--- src/rtl/path_stack_if.sv ---
// Solver/replay handshake bundle for path_stack.
// The ovf line exists only when PATH_STACK_OVF_EN is defined.
interface path_stack_if #(
  parameter int CW = 9
);
  logic          push;
  logic          pop;
  logic [1:0]    dirIn;
  logic          run;
  logic          moveReady;
  logic          empStck;
  logic          full;
  logic [CW-1:0] count;
  logic          moveValid;
  logic [1:0]    dirOut;
  logic          replayDone;
  logic          busy;
`ifdef PATH_STACK_OVF_EN
  logic          ovf;

  modport master (
    output push, pop, dirIn, run, moveReady,
    input  empStck, full, count, moveValid, dirOut, replayDone, busy, ovf
  );
  modport slave (
    input  push, pop, dirIn, run, moveReady,
    output empStck, full, count, moveValid, dirOut, replayDone, busy, ovf
  );
`else
  modport master (
    output push, pop, dirIn, run, moveReady,
    input  empStck, full, count, moveValid, dirOut, replayDone, busy
  );
  modport slave (
    input  push, pop, dirIn, run, moveReady,
    output empStck, full, count, moveValid, dirOut, replayDone, busy
  );
`endif
endinterface

--- src/rtl/path_stack.sv ---
// Direction stack for a maze solver with bottom-to-top path replay.
// Optional sticky overflow flag: define PATH_STACK_OVF_EN.
//
// state  | meaning
// IDLE   | accepts push/pop/run from the solver
// REPLAY | presents mem[rdPtr] on dirOut until the top entry is taken
// FIN    | one-cycle replayDone pulse, then back to IDLE
module path_stack #(
  parameter int DEPTH = 256,
  parameter int CW    = 9
) (
  input logic         clk,
  input logic         rst,
  path_stack_if.slave bus
);
  localparam int AW = (DEPTH > 1) ? $clog2(DEPTH) : 1;

  typedef enum logic [1:0] {IDLE, REPLAY, FIN} state_t;

  state_t        state_q, state_d;
  logic [CW-1:0] count_q, count_d;
  logic [CW-1:0] rd_ptr_q, rd_ptr_d;
  logic [1:0]    mem_q [DEPTH];
  logic          we;
  logic [AW-1:0] waddr;
  logic          is_empty, is_full, last_move, hs;

  assign is_empty  = (count_q == '0);
  assign is_full   = (count_q == CW'(DEPTH));
  assign last_move = (rd_ptr_q == count_q - CW'(1));
  assign hs        = (state_q == REPLAY) && bus.moveReady;

  always_comb begin
    state_d  = state_q;
    count_d  = count_q;
    rd_ptr_d = rd_ptr_q;
    we       = 1'b0;
    waddr    = count_q[AW-1:0];
    case (state_q)
      IDLE: begin
        if (bus.run) begin
          rd_ptr_d = '0;
          state_d  = is_empty ? FIN : REPLAY;
        end else if (bus.push && bus.pop && !is_empty) begin
          // simultaneous push+pop overwrites the top entry in place
          we    = 1'b1;
          waddr = AW'(count_q - CW'(1));
        end else if (bus.push) begin
          if (!is_full) begin
            we      = 1'b1;
            count_d = count_q + CW'(1);
          end
        end else if (bus.pop) begin
          if (!is_empty) count_d = count_q - CW'(1);
        end
      end
      REPLAY: begin
        if (hs) begin
          if (last_move) state_d  = FIN;
          else           rd_ptr_d = rd_ptr_q + CW'(1);
        end
      end
      FIN:     state_d = IDLE;
      default: state_d = IDLE;
    endcase
  end

  always_ff @(posedge clk or negedge rst) begin
    if (!rst) begin
      state_q  <= IDLE;
      count_q  <= '0;
      rd_ptr_q <= '0;
    end else begin
      state_q  <= state_d;
      count_q  <= count_d;
      rd_ptr_q <= rd_ptr_d;
    end
  end

  // storage is not reset; only entries below count are ever read
  always_ff @(posedge clk) begin
    if (we) mem_q[waddr] <= bus.dirIn;
  end

  assign bus.moveValid  = (state_q == REPLAY);
  assign bus.dirOut     = bus.moveValid ? mem_q[rd_ptr_q[AW-1:0]] : 2'b00;
  assign bus.replayDone = (state_q == FIN);
  assign bus.busy       = (state_q != IDLE);
  assign bus.empStck    = is_empty;
  assign bus.full       = is_full;
  assign bus.count      = count_q;

`ifdef PATH_STACK_OVF_EN
  logic ovf_q, ovf_set, ovf_clr;

  assign ovf_clr = (state_q == IDLE) && bus.run;
  assign ovf_set = (state_q == IDLE) && !bus.run &&
                   ((bus.push && !bus.pop && is_full) ||
                    (bus.pop && !bus.push && is_empty));

  always_ff @(posedge clk or negedge rst) begin
    if (!rst)         ovf_q <= 1'b0;
    else if (ovf_clr) ovf_q <= 1'b0;
    else if (ovf_set) ovf_q <= 1'b1;
  end

  assign bus.ovf = ovf_q;
`endif
endmodule

--- src/flat_wrapper.sv ---
// flat-port wrapper written by rule: the top's interface ports become plain ports
module path_stack_flat 
#(
  parameter int DEPTH = 256,
  parameter int CW    = 9
)
  (clk, rst, bus_push, bus_pop, bus_dirIn, bus_run, bus_moveReady, bus_empStck, bus_full, bus_count, bus_moveValid, bus_dirOut, bus_replayDone, bus_busy);
  path_stack_if #(.CW(CW)) bus_i ();
  input logic clk;
  input logic rst;
  input wire logic [$bits(bus_i.push)-1:0] bus_push;
  input wire logic [$bits(bus_i.pop)-1:0] bus_pop;
  input wire logic [$bits(bus_i.dirIn)-1:0] bus_dirIn;
  input wire logic [$bits(bus_i.run)-1:0] bus_run;
  input wire logic [$bits(bus_i.moveReady)-1:0] bus_moveReady;
  output wire logic [$bits(bus_i.empStck)-1:0] bus_empStck;
  output wire logic [$bits(bus_i.full)-1:0] bus_full;
  output wire logic [$bits(bus_i.count)-1:0] bus_count;
  output wire logic [$bits(bus_i.moveValid)-1:0] bus_moveValid;
  output wire logic [$bits(bus_i.dirOut)-1:0] bus_dirOut;
  output wire logic [$bits(bus_i.replayDone)-1:0] bus_replayDone;
  output wire logic [$bits(bus_i.busy)-1:0] bus_busy;
  assign bus_i.push = bus_push;
  assign bus_i.pop = bus_pop;
  assign bus_i.dirIn = bus_dirIn;
  assign bus_i.run = bus_run;
  assign bus_i.moveReady = bus_moveReady;
  assign bus_empStck = bus_i.empStck;
  assign bus_full = bus_i.full;
  assign bus_count = bus_i.count;
  assign bus_moveValid = bus_i.moveValid;
  assign bus_dirOut = bus_i.dirOut;
  assign bus_replayDone = bus_i.replayDone;
  assign bus_busy = bus_i.busy;
  path_stack #(.DEPTH(DEPTH), .CW(CW)) u_core (.clk(clk), .rst(rst), .bus(bus_i));
endmodule
--- config.mk ---
export PLATFORM = sky130hd
export DESIGN_NAME = path_stack_flat
export DESIGN_NICKNAME = d
export VERILOG_FILES = /design/src/rtl/path_stack_if.sv /design/src/rtl/path_stack.sv /design/src/flat_wrapper.sv
export SDC_FILE = /design/constraint.sdc
export NUM_CORES = 1
export LEC_CHECK = 0
export ABC_AREA = 1
export ABC_CLOCK_PERIOD_IN_PS = 3100
export CORE_MARGIN = 2
export CORE_UTILIZATION = 63
export CTS_CLUSTER_DIAMETER = 150
export CTS_CLUSTER_SIZE = 20
export DETAILED_ROUTE_END_ITERATION = 6
export PLACE_DENSITY = 0.8
export REMOVE_ABC_BUFFERS = 1
export SYNTH_ARGS = -nofsm -noshare
export SYNTH_HDL_FRONTEND = slang
export SYNTH_SLANG_ARGS = --single-unit
--- constraint.sdc ---
create_clock -name clk -period 3.1 [get_ports clk]
set_clock_uncertainty 0.2 [all_clocks]
set_input_delay 0.62 -clock clk [delete_from_list [all_inputs] [get_ports clk]]
set_output_delay 0.62 -clock clk [all_outputs]
set_load 0.005 [all_outputs]
[Word-level counts from Yosys, hierarchy flattened]
Memory sizes are Yosys's and may differ from the RTL's.
Index checks and enable logic that the tools add are counted.
Storage, ports and cells
  input port bits: 8
  register bits: 20
  memories kept: 1
  memory bits (writable): 512
  logic and storage cells: 55
Cells by class
  $add $sub $neg: 3
  bitwise operators: 2
  eq/ne operators: 10
  muxes and demuxes: 24
  reduce and logical (&&, ||, !) cells: 12
Memories
  u_core.mem_q: depth 256, bits a word 2, read ports 1, clocked after Yosys merged registers in 0, write ports 1, RTL line path_stack.sv:23  | logic [1:0] mem_q [DEPTH];
Operators by type and width (count)
  two-way mux 9 bit: 7
  two-way mux 8 bit: 3
  adder 9 x 1 -> 9 bit, second input constant: 2
  one-hot mux 9 bit (2 select lines): 1
  != test 2 bit, second input constant: 6
  two-way mux 2 bit: 5
  equality test 9 bit: 1
  equality test 9 bit, second input constant: 1
  zero test 9 bit: 1
  subtractor 9 x 1 -> 9 bit, second input constant: 1
  two-way mux 1 bit: 7
  AND reduction 6 bit: 1
  nonzero test 2 bit: 3
  one-hot mux 2 bit (2 select lines): 1
  AND reduction 4 bit: 1
  logical AND 1 bit: 3
  AND reduction 3 bit: 1
  equality test 2 x 1 -> 1 bit, second input constant: 1
  equality test 2 bit, second input constant: 1
  zero test 2 bit: 1
  inverter 1 bit: 2
  zero test 1 bit: 1

[Depth between registers and ports, before layout]
Gate-level depths: netlist (run 1).
  word-level depth: 8
  mapped depth: 19
  depth with buffers taken out: 17

[Least setup slack after synthesis (run 1)]
No wires, ideal clock.
  path kind: flip-flop to flip-flop
  from: register u_core.count_q[0] (netlist: u_core.bus.count[0])
  to: memory u_core.mem_q[40][0], enable pin
  stages on the path, launching flop included: 15
  required time: 2591 ps
  path buffers: 1
  slack: 184 ps
  library setup time: 309 ps
  period minus slack after synthesis: 2916 ps
  arrival: 2407 ps
  cells stage by stage: dfrtp_1 > clkinv_1 > ha_1 > nand2_2 > nor2_4 > nand3_2 > nand3_2 > nor2_8 > inv_2 > o21ai_2 > inv_2 > nor2_1 > nand2_1 > buf_2 > nor2_1
Between the ends
  word-level cells in the longest chain between the ends: 8
  elaborated cells between the ends (all ways): 15
  those cells by class: add/sub (1); eq/ne (1); mux (10); reduce/logical (3)
Ends and longest elaborated chain
  from (decl): RTL line path_stack.sv:21  | logic [CW-1:0] count_q, count_d;
  from (signal assigned): RTL line path_stack.sv:75  | count_q <= count_d;
  equality test 9 bit / zero test 9 bit (equally long branches): RTL line path_stack.sv:29, path_stack.sv:28
  two-way mux 1 bit / zero test 1 bit (equally long branches): RTL line path_stack.sv:49, path_stack.sv:44
  two-way mux 1 bit / logical AND 1 bit (equally long branches): RTL line path_stack.sv:48, path_stack.sv:44
  two-way mux 1 bit: RTL line path_stack.sv:44  | end else if (bus.push && bus.pop && !is_empty) begin
  two-way mux 1 bit: RTL line path_stack.sv:41  | if (bus.run) begin
  two-way mux 1 bit: RTL line path_stack.sv:39  | case (state_q)
  two-way mux 1 bit: RTL line path_stack.sv:82  | if (we) mem_q[waddr] <= bus.dirIn;
  two-way mux 1 bit (not written as such): RTL line path_stack.sv:82
  to (decl): RTL line path_stack.sv:23
Several ways; a longest one is shown, not always the timed one.

[Worst setup path in the final report (run 1)]
  from: register u_core.rd_ptr_q[0]
  to: output port bus_dirOut[1]
Between the ends
  word-level cells in the longest chain between the ends: 2
Ends and longest elaborated chain
  from (decl): RTL line path_stack.sv:22  | logic [CW-1:0] rd_ptr_q, rd_ptr_d;
  from (signal assigned): RTL line path_stack.sv:76  | rd_ptr_q <= rd_ptr_d;
  memory (256 x 2 bit)
  two-way mux 2 bit: RTL line path_stack.sv:86  | assign bus.dirOut = bus.moveValid ? mem_q[rd_ptr_q[AW-1:0]] : 2'b00;
  to (decl): RTL line flat_wrapper.sv:20  | output wire logic [$bits(bus_i.dirOut)-1:0] bus_dirOut;
Every way passes these cells.

==> results of run 1 <==
[state kept, by name (all words and copies together) (netlist names)]
signal            flops
u_core.rd_ptr_q       9
u_core.mem_q        512
u_core.bus.count      9
u_core.state_q        2
[synthesized netlist by cell type (2+ instances only)]
library cell	number
dfrtp_1	20
nor2_1	505
clkinv_1	4
buf_1	18
nor2_2	3
nor3_1	3
nand4_1	3
xnor2_1	2
nand2_1	674
ha_1	3
edfxtp_1	512
o211ai_1	13
nand3_2	2
or2_2	4
o21ai_2	5
inv_2	10
buf_2	37
o21ai_0	124
nand3_1	226
nor3_2	2
a21oi_1	28
clkbuf_1	85
xor2_1	21
inv_1	193
[worst paths after layout]
kind	start	to	slack (ns)	cells after the start
hold / removal	rst	u_core.rd_ptr_q[0]	0.15	2
min in group clk	bus_dirIn[0]	u_core.mem_q[200][0]	0.29	1
max in group asynchronous	rst	u_core.rd_ptr_q[1]	2.30	2
setup reg to reg	u_core.bus.count[1]	u_core.mem_q[173][0]	0.12	16
hold reg to reg	u_core.rd_ptr_q[7]	u_core.rd_ptr_q[7]	0.37	2
setup / recovery	u_core.rd_ptr_q[0]	bus_dirOut[1]	-0.57	13
[metal layers]
| layer | vias up | share of wire | track usage |
|---|---|---|---|
| met3 | 261 | 0.11 | 0.0561 |
| met2 | 1201 | 0.48 | 0.542 |
| met1 | 8749 | 0.35 | 0.396 |
| met4 | 0 | 0.058 | 0.172 |
| li1 | 8336 | - | - |
| met5 | - | 0 | 0 |
[where the power goes]
| group | internal, uW | switching (uW) |
|---|---|---|
| Combinational | 1990 | 3660 |
| Sequential | 7910 | 91.2 |
| Clock | 1850 | 2250 |
[worst reg2reg max path, delay by kind of cell (launching register included)]
kind / cells / cell delay [ns]
AOI/OAI and AO/OA: 1 / 0.10
xor gates and xnor gates: 1 / 0.23
adders and majority gates: 1 / 0.19
buffers and inverters: 6 / 0.72
DFF: 1 / 0.42
and+or+nand+nor: 7 / 0.84
[cells by family after synthesis]
group           Yosys count
simple gates           1429
compound gates          173
buf+inv                 347
xor+xnor                 24
fa+ha+maj                 3
flops                   532
[layout make-up]
| class | instances | area (sq um) | share of cell area |
|---|---|---|---|
| Tap cell | 511 | 639 | 0.0232 |
| Sequential cell | 532 | 15900 | 0.577 |
| Clock inverter | 2 | 25.0 | 0.000909 |
| Multi-Input combinational cell | 1629 | 7230 | 0.263 |
| Timing Repair Buffer | 179 | 2120 | 0.0771 |
| Inverter | 207 | 795 | 0.0289 |
| Clock buffer | 54 | 841 | 0.0305 |
[timing repair]
item                                    in CTS  in global routing
setup buffers                                5                  7
gates cloned                                 2                  3
endpoints found under the hold margin        0                  0
pin swaps                                    4                  4
endpoints found under the setup margin      21                452
resized for setup                           41                 96
[through the flow]
stage	std cells	setup WS, ns	setup TNS (ns)	cell area, sq um
after CTS	3104	-0.528	-1.06	27100
final	3114	-0.575	-1.15	27500
after global placement	3042	-0.386	-2.21	26100
after floorplan	2368	-8.62	-108.06	23600
after global routing	3114	-0.668	-2.11	27500
after detailed placement	3042	-0.417	-23.41	26100
==> results.sh, run 1 <==
export IMPL_antenna_cells=0
export IMPL_core_area_sq_um=37700
export IMPL_drt_iter0_drc=2431
export IMPL_synth_top_family_by_area="simple AND/OR/NAND/NOR gates"
export IMPL_cp_start_kind="flop"
export IMPL_arrival_ns=2.85
export IMPL_grt_pass1_vias=18100
export IMPL_num_io_pins=24
export IMPL_fin_nets=2590
export IMPL_fillers=2540
export IMPL_clk_latency_ns=0.62
export IMPL_synth_compound_area_frac=0.0383
export IMPL_htreeDepth=1
export IMPL_cp_slowest_cell="dfrtp_4"
export IMPL_die_y_um=200
export IMPL_synth_area_mux_share=0
export IMPL_cts_tree="built"
export IMPL_synth_edff_count=512
export IMPL_path_clk_slew_ns=0.10
export IMPL_cpLargestDelayFamily="simple AND/OR/NAND/NOR gates"
export IMPL_start_util=0.641
export IMPL_grtUsageTotal=0.320
export IMPL_max_stage_delay_ns=0.59
export IMPL_die_area_sq_um=39900
export IMPL_status="finished, violations left"
export IMPL_post_route_cells_drive_above_1_share=0.121
export IMPL_crit_required_ns=2.28
export IMPL_rsz0062_at_grt="yes"
export IMPL_syn_area_per_cell_sq_um=9.63
export IMPL_crit_chain="buf_8 -> buf_4 -> nor2_1 -> nor2_1 -> o21ai_0 -> nand2_1 -> a21oi_1 -> nand2_1 -> nand3_2 -> nand3_1 -> nand3_2 -> a21oi_4 -> buf_2"
export IMPL_path_buf_inv=3
export IMPL_antenna_left=0
export IMPL_globalRouteOverflowTotal=0
export IMPL_grt_max_degree=85
export IMPL_area_growth_pct=14.1
export IMPL_final_common_cell="nand2_1"
export IMPL_cp_end_kind="primary output"
export IMPL_synth_top_area_share=0.637
export IMPL_rows=71
export IMPL_synth_distinct_cells=35
export IMPL_finalWeightedCongestion=0.911
export IMPL_setup_violations=2
export IMPL_via_count=18500
export IMPL_finalPower_uw=17700
export IMPL_synth_simple_area_share=0.238
export IMPL_place_hpwl_mm=39.1
export IMPL_drc=0
export IMPL_worstMarginPinSlew_ns=0.654
export IMPL_avgRoutedWirePerCell_um=20.6
export IMPL_final_cell_mix="670 x nand2_1, 512 x edfxtp_1, 438 x nor2_1"
export IMPL_ys_ff_latch=532
export IMPL_cts_buffers=30
export IMPL_violations="setup timing"
export IMPL_cts_root_buf="clkbuf_16"
export IMPL_cts_sinks=532
export IMPL_cts_buffer_depth=3
export IMPL_slew_viol_final=0
export IMPL_synthArstFlopShare=0.0376
export IMPL_synth_area_sq_um=24100
export IMPL_fmax_ghz=0.272
export IMPL_yosysTopAreaCell="edfxtp_1"
export IMPL_ir_worst_vdd_v=0.000538
export IMPL_drv_cap=0
export IMPL_crit_fanout=12
export IMPL_hp_class="in -> async"
export IMPL_wl_mm=64.3
export IMPL_final_util=0.731
export IMPL_grt_pass1_wl_mm=96.3
export IMPL_fin_crit_sh=1.19
export IMPL_synth_cells=2508
export IMPL_setup_ws_ns=-0.575
export IMPL_antenna_found_initial=0
export IMPL_fin_crit_ns=3.67
export IMPL_leakage_uw=0.0106
export IMPL_hold_violations=0
export IMPL_seq_area_frac_synth=0.658
export IMPL_synth_area_top_cells="edfxtp_1 64%, nand2_1 10%, nor2_1 7.9%"
export IMPL_ys_warn_count=0
export IMPL_io_buffers=23
export IMPL_synth_flop_cell="edfxtp_1"
export IMPL_first_pass_iters=6
export IMPL_p_per_area_nw_per_um2=644
export IMPL_relSlewSlack=0.564
export IMPL_fp_dieW_um=200
export IMPL_synthAdderAreaFrac=0.00155
export IMPL_cts_hold_fix_buffers=0
export IMPL_fin_hold_ws_ns=0.151
export IMPL_post_synth_xor_area_fraction=0.00902
export IMPL_worstSetupPathType="reg -> out"
export IMPL_via_per_inst=5.96
Power figures use the tool's default switching activity.
==> inputs of run 2 (changes only) <==
Settings changed: CAP_MARGIN set to 5, HOLD_SLACK_MARGIN set to 0.08.
==> results of run 2 <==
Final layout, timing and power as in run 1 (identical DEF).
==> inputs of run 3 (changes only) <==
Settings changed: ABC_CLOCK_PERIOD_IN_PS 3100 to 3900, CORE_UTILIZATION 63 to 45, CTS_BUF_LIST set to sky130_fd_sc_hd__clkbuf_16, PLACE_DENSITY 0.8 to unset.
Clock period 3.1 ns to 3.9 ns, I/O delays scaled along.
==> results.sh, run 3 (synthesis gave the netlist of run 1 again) <==
export IMPL_status="complete, no violations"
export IMPL_fillers=4788
export IMPL_hp_class="reg -> reg"
export IMPL_grt_pass1_vias=17400
export IMPL_avgRoutedWirePerCell_um=21.2
export IMPL_cts_hold_fix_buffers=0
export IMPL_setup_violations=0
export IMPL_largest_reg_flops=512
export IMPL_p_per_area_nw_per_um2=518
export IMPL_relSlewSlack=0.411
export IMPL_worstMarginPinSlew_ns=0.881
export IMPL_top_register="u_core.mem_q"
export IMPL_rows=84
export IMPL_path_clk_slew_ns=0.09
export IMPL_rr_startpoint="u_core.bus.count[1]"
export IMPL_arrival_ns=2.90
export IMPL_start_util=0.458
export IMPL_drt_iter0_drc=1883
export IMPL_cp_slowest_cell="dfrtp_4"
export IMPL_grt_pass1_wl_mm=104
export IMPL_grt_max_degree=104
export IMPL_cts_sinks=532
export IMPL_area_growth_pct=13.9
export IMPL_crit_fanout=17
export IMPL_htreeDepth=1
export IMPL_fp_dieW_um=236
export IMPL_clk_latency_ns=0.61
export IMPL_hold_violations=0
export IMPL_via_count=17800
export IMPL_fin_crit_sh=0.994
export IMPL_antenna_cells=0
export IMPL_rrSetupSlack_ns=0.61
export IMPL_place_hpwl_mm=39.2
export IMPL_min_path_cells=2
export IMPL_cts_tree="built"
export IMPL_drv_cap=0
export IMPL_worstSetupPathType="reg -> out"
export IMPL_fin_nets=2555
export IMPL_die_y_um=236
export IMPL_final_area_sq_um=27500
export IMPL_num_io_pins=24
export IMPL_hp_start="u_core.rd_ptr_q[7]"
export IMPL_grtUsageTotal=0.245
export IMPL_leakage_uw=0.0106
export IMPL_crit_required_ns=2.92
export IMPL_io_buffers=23
export IMPL_antenna_found_initial=0
export IMPL_post_route_cells_drive_above_1_share=0.0927
export IMPL_drc=0
export IMPL_first_pass_iters=7
export IMPL_final_cell_mix="654 x nand2_1, 512 x edfxtp_1, 500 x nor2_1"
export IMPL_setup_tns_ns=0
export IMPL_crit_chain="buf_12 -> clkinv_16 -> buf_12 -> buf_16 -> nand2_1 -> nand2_1 -> nand2_1 -> a21oi_1 -> nor2_1 -> nand2_1 -> nand3_1 -> nand3_1 -> nand3_2 -> a21oi_4 -> buf_2"
export IMPL_ir_worst_vdd_v=0.000400
export IMPL_reg2reg_depth=13
export IMPL_finalWeightedCongestion=0.852
export IMPL_crit_top_cell="nand2_1"
export IMPL_core_area_sq_um=52800
export IMPL_cts_buffer_depth=3
export IMPL_wl_mm=69.0
export IMPL_slew_viol_final=0
export IMPL_fin_hold_ws_ns=0.358
export IMPL_cp_end_kind="primary output"
export IMPL_fmax_ghz=0.258
export IMPL_cts_buffers=30
export IMPL_holdPathEnd="u_core.rd_ptr_q[7]"
export IMPL_cp_start_kind="flop"
export IMPL_antenna_left=0
export IMPL_final_common_cell="nand2_1"
export IMPL_fin_crit_ns=3.88
export IMPL_placed_area_sq_um=25800
export IMPL_max_stage_delay_ns=0.54
export IMPL_globalRouteOverflowTotal=0
export IMPL_die_area_sq_um=55500
export IMPL_via_per_inst=5.48
export IMPL_reg2reg_to="u_core.mem_q[27][1]"
export IMPL_rsz0062_at_grt="yes"
export IMPL_cts_root_buf="clkbuf_16"
-- run 3: cell types whose count changed in the layout (fill, tap and decap cells not counted), moves of 9 or more --
cell / delta
nor2_1: +62
nor2_2: -60
buf_4: -39
clkbuf_1: -24
inv_1: +19
nand2_1: -16
nand2_2: +14
buf_12: -11
buf_16: +9
-- run 3: how the worst max path moves through the flow --
stage	slack (ns)	cells past startpoint	end	from
4_1_cts	0.006	20	bus_dirOut[1]	u_core.rd_ptr_q[0]
5_1_grt	-0.08	21	bus_dirOut[0]	u_core.rd_ptr_q[0]
2_1_floorplan	-7.98	11	bus_dirOut[1]	u_core.rd_ptr_q[0]
3_5_place_dp	0.18	16	bus_dirOut[0]	u_core.rd_ptr_q[0]
3_3_place_gp	0.18	16	bus_dirOut[1]	u_core.rd_ptr_q[0]
6_report	0.02	15	bus_dirOut[1]	u_core.rd_ptr_q[0]
-- run 3: what timing repair did --
action | CTS | global route
hold endpoints to repair | 0 | 0
buffers inserted | 10 | 5
endpoints found under the setup margin | 2 | 2
pin swaps | 14 | 25
resized for setup | 62 | 32
gates cloned | 14 | 3
-- run 3: stage by stage --
| step | instances | setup WS, ns | util | total power, uW |
|---|---|---|---|---|
| floorplan | 2368 | -7.98 | - | 8940 |
| global placement | 3173 | 0.184 | 0.489 | 10500 |
| detailed placement | 3173 | 0.183 | 0.489 | 10600 |
| CTS | 3251 | 0.00648 | 0.519 | 14200 |
| global route | 3256 | -0.0765 | 0.521 | 14900 |
| finish | 3256 | 0.0231 | 0.521 | 14200 |
-- run 3: final cells by class --
type	count	area [sq um]	share of cell area
Inverter	207	806	0.0293
Clock buffer	31	776	0.0282
Multi-Input combinational cell	1629	7070	0.257
Clock inverter	25	98.8	0.00359
Sequential cell	532	15900	0.577
Timing Repair inverter	1	8.76	0.000318
Tap cell	688	861	0.0313
Timing Repair Buffer	143	2000	0.0728
-- run 3: critical path: cells and delay by family, from the launching register on --
family | cells | cell delay (ns)
DFF | 1 | 0.54
AOI/OAI and AO/OA | 2 | 0.34
and+or+nand+nor | 8 | 0.72
buffers and inverters | 5 | 0.67
-- run 3: report_power, final --
part           total [uW]  internal [uW]  switching (uW)
Sequential           6350           6290            61.1
Clock                3280           1440            1840
Combinational        4620           1640            2980
Total               14200           9370            4880
-- run 3: routing by layer --
metal	global-route usage	vias up	routed length [um]
li1	-	8289	-
met1	0.329	8672	28500
met2	0.409	724	32900
met3	0.0360	151	5000
met4	0.0838	0	2610
met5	0	-	0
==> edit (config.mk and constraints of run 2) <==
`CW` is set to 9 in 3 places; all go to 8.
--- a/src/rtl/path_stack_if.sv
+++ b/src/rtl/path_stack_if.sv
@@ -3,3 +3,3 @@
 interface path_stack_if #(
-  parameter int CW = 9
+  parameter int CW = 8
 );
--- a/src/rtl/path_stack.sv
+++ b/src/rtl/path_stack.sv
@@ -9,3 +9,3 @@
   parameter int DEPTH = 256,
-  parameter int CW    = 9
+  parameter int CW    = 8
 ) (
--- a/src/flat_wrapper.sv
+++ b/src/flat_wrapper.sv
@@ -4,3 +4,3 @@
   parameter int DEPTH = 256,
-  parameter int CW    = 9
+  parameter int CW    = 8
 )
Ports: changed (resized bus_count); port bits go from 24 to 23. The function was not compared with the original's and may differ.
==> edit against run 2 <==
The flow still finishes with violations (negative setup slack). Worst hold slack better by 26 ps. Synthesized area down 0.43%. First-iteration DRC count up 13%. Worst setup slack worse by 100 ps. Global-route usage up 1.9 points. Via count down 1.2%. Register-to-register slack better by 60 ps. Critical path depth up 2. Total power up 2.3%. Sequential cell count down 2. Wire length up 3.0%. Design area up 0.65%. Critical path type unchanged. Largest cell class unchanged.
==> edit: results <==
<?xml version="1.0" encoding="UTF-8"?>
<metrics>
  <group name="status">
    <metric name="status" unit="">complete, but fails checks</metric>
    <metric name="failing_checks" unit="">negative setup slack</metric>
  </group>
  <group name="global_routing">
    <metric name="vias_in_the_first_global_route" unit="">18000</metric>
    <metric name="first_pass_grt_wire_length" unit="um">100000</metric>
  </group>
  <group name="power">
    <metric name="static-leakage-power" unit="nW">10.4</metric>
    <metric name="max-vdd-ir-drop" unit="mV">0.581</metric>
  </group>
  <group name="timing">
    <metric name="timing.hold.ws" unit="ps">177</metric>
    <metric name="setup_viol" unit="">2</metric>
    <metric name="setup_ws" unit="ps">-675</metric>
    <metric name="final.setup.tns" unit="ps">-1290</metric>
  </group>
  <group name="place">
    <metric name="gp_congestion" unit="">0.921</metric>
    <metric name="dp_hpwl" unit="um">40000</metric>
    <metric name="port-buffer-count" unit="">22</metric>
    <metric name="placedInstanceArea" unit="sq mm">0.0261</metric>
  </group>
  <group name="cells_and_area">
    <metric name="finalNetCount" unit="">2525</metric>
    <metric name="num-fill-cells" unit="">2422</metric>
    <metric name="instances_no_fill" unit="">3048</metric>
  </group>
  <group name="detailed_routing">
    <metric name="detailedRoute.firstIterationViolations" unit="">2743</metric>
    <metric name="routed_wl" unit="um">66200</metric>
  </group>
  <group name="worst_hold_path">
    <metric name="hold_path.class" unit="">in2reg</metric>
  </group>
  <group name="yosys">
    <metric name="synth_cell_type_count" unit="">42</metric>
    <metric name="syn_inst" unit="">2442</metric>
    <metric name="synth_seq_area_share" unit="%">65.8</metric>
  </group>
  <group name="clock_network">
    <metric name="clkTransAtPathRegs" unit="ps">80</metric>
  </group>
  <group name="setup_path">
    <metric name="timing.reg2reg.worst_path_depth" unit="">13</metric>
  </group>
</metrics>
edit: cell count changes after synthesis, sizes merged, moves of 3 or more:
cell / delta
buf: -7
nand2: -17
xor2: -6
o21ai: +24
a21oi: -4
o211ai: +8
inv: -57
clkbuf: +11
nor2: -3
nand3: -19
nand4: +3
edit: final cells by class:
cell class | instances | share of cell area, %
Clock buffer | 55 | 3.12
Clock inverter | 1 | 0.0406
Inverter | 149 | 2.10
Multi-Input combinational cell | 1619 | 26.3
Sequential cell | 530 | 57.1
Tap cell | 511 | 2.31
Timing Repair Buffer | 181 | 8.95
Timing Repair inverter | 2 | 0.0632
edit: metal layers:
| layer | wire (um) | vias to the layer above | track usage (%) | part of all wire, % |
|---|---|---|---|---|
| met1 | 23400 | 8602 | 43.3 | 35 |
| met5 | 0 | - | 0 | 0 |
| met3 | 7880 | 275 | 7.61 | 12 |
| li1 | - | 8240 | - | - |
| met2 | 31200 | 1213 | 55.0 | 47 |
| met4 | 3710 | 0 | 17.0 | 5.6 |
edit: power breakdown:
part	internal, mW	switching (mW)	total (mW)
clock	1.89	2.23	4.12
sequential	7.88	0.0872	7.96
combinational	2.16	3.90	6.06
total	11.9	6.22	18.1
edit: through the flow:
step                setup slack, ps  util (%)
CTS                            -575      73.3
floorplan                     -8380         -
global placement               -510      69.4
detailed placement             -532      69.4
global route                   -737      73.8
finish                         -675      73.8
edit: cell families after synthesis:
| family | synth area share, % |
|---|---|
| buf+inv | 4.79 |
| flops | 65.8 |
| fa+ha+maj | 0.208 |
| compound gates | 4.63 |
| xor+xnor | 0.692 |
| simple gates | 23.8 |
edit: repair_timing:
action,CTS,global route
cloned,11,3
setup buffers,12,1
gates resized for setup,67,67
pin swaps,24,37
endpoints found under the setup margin,4,19
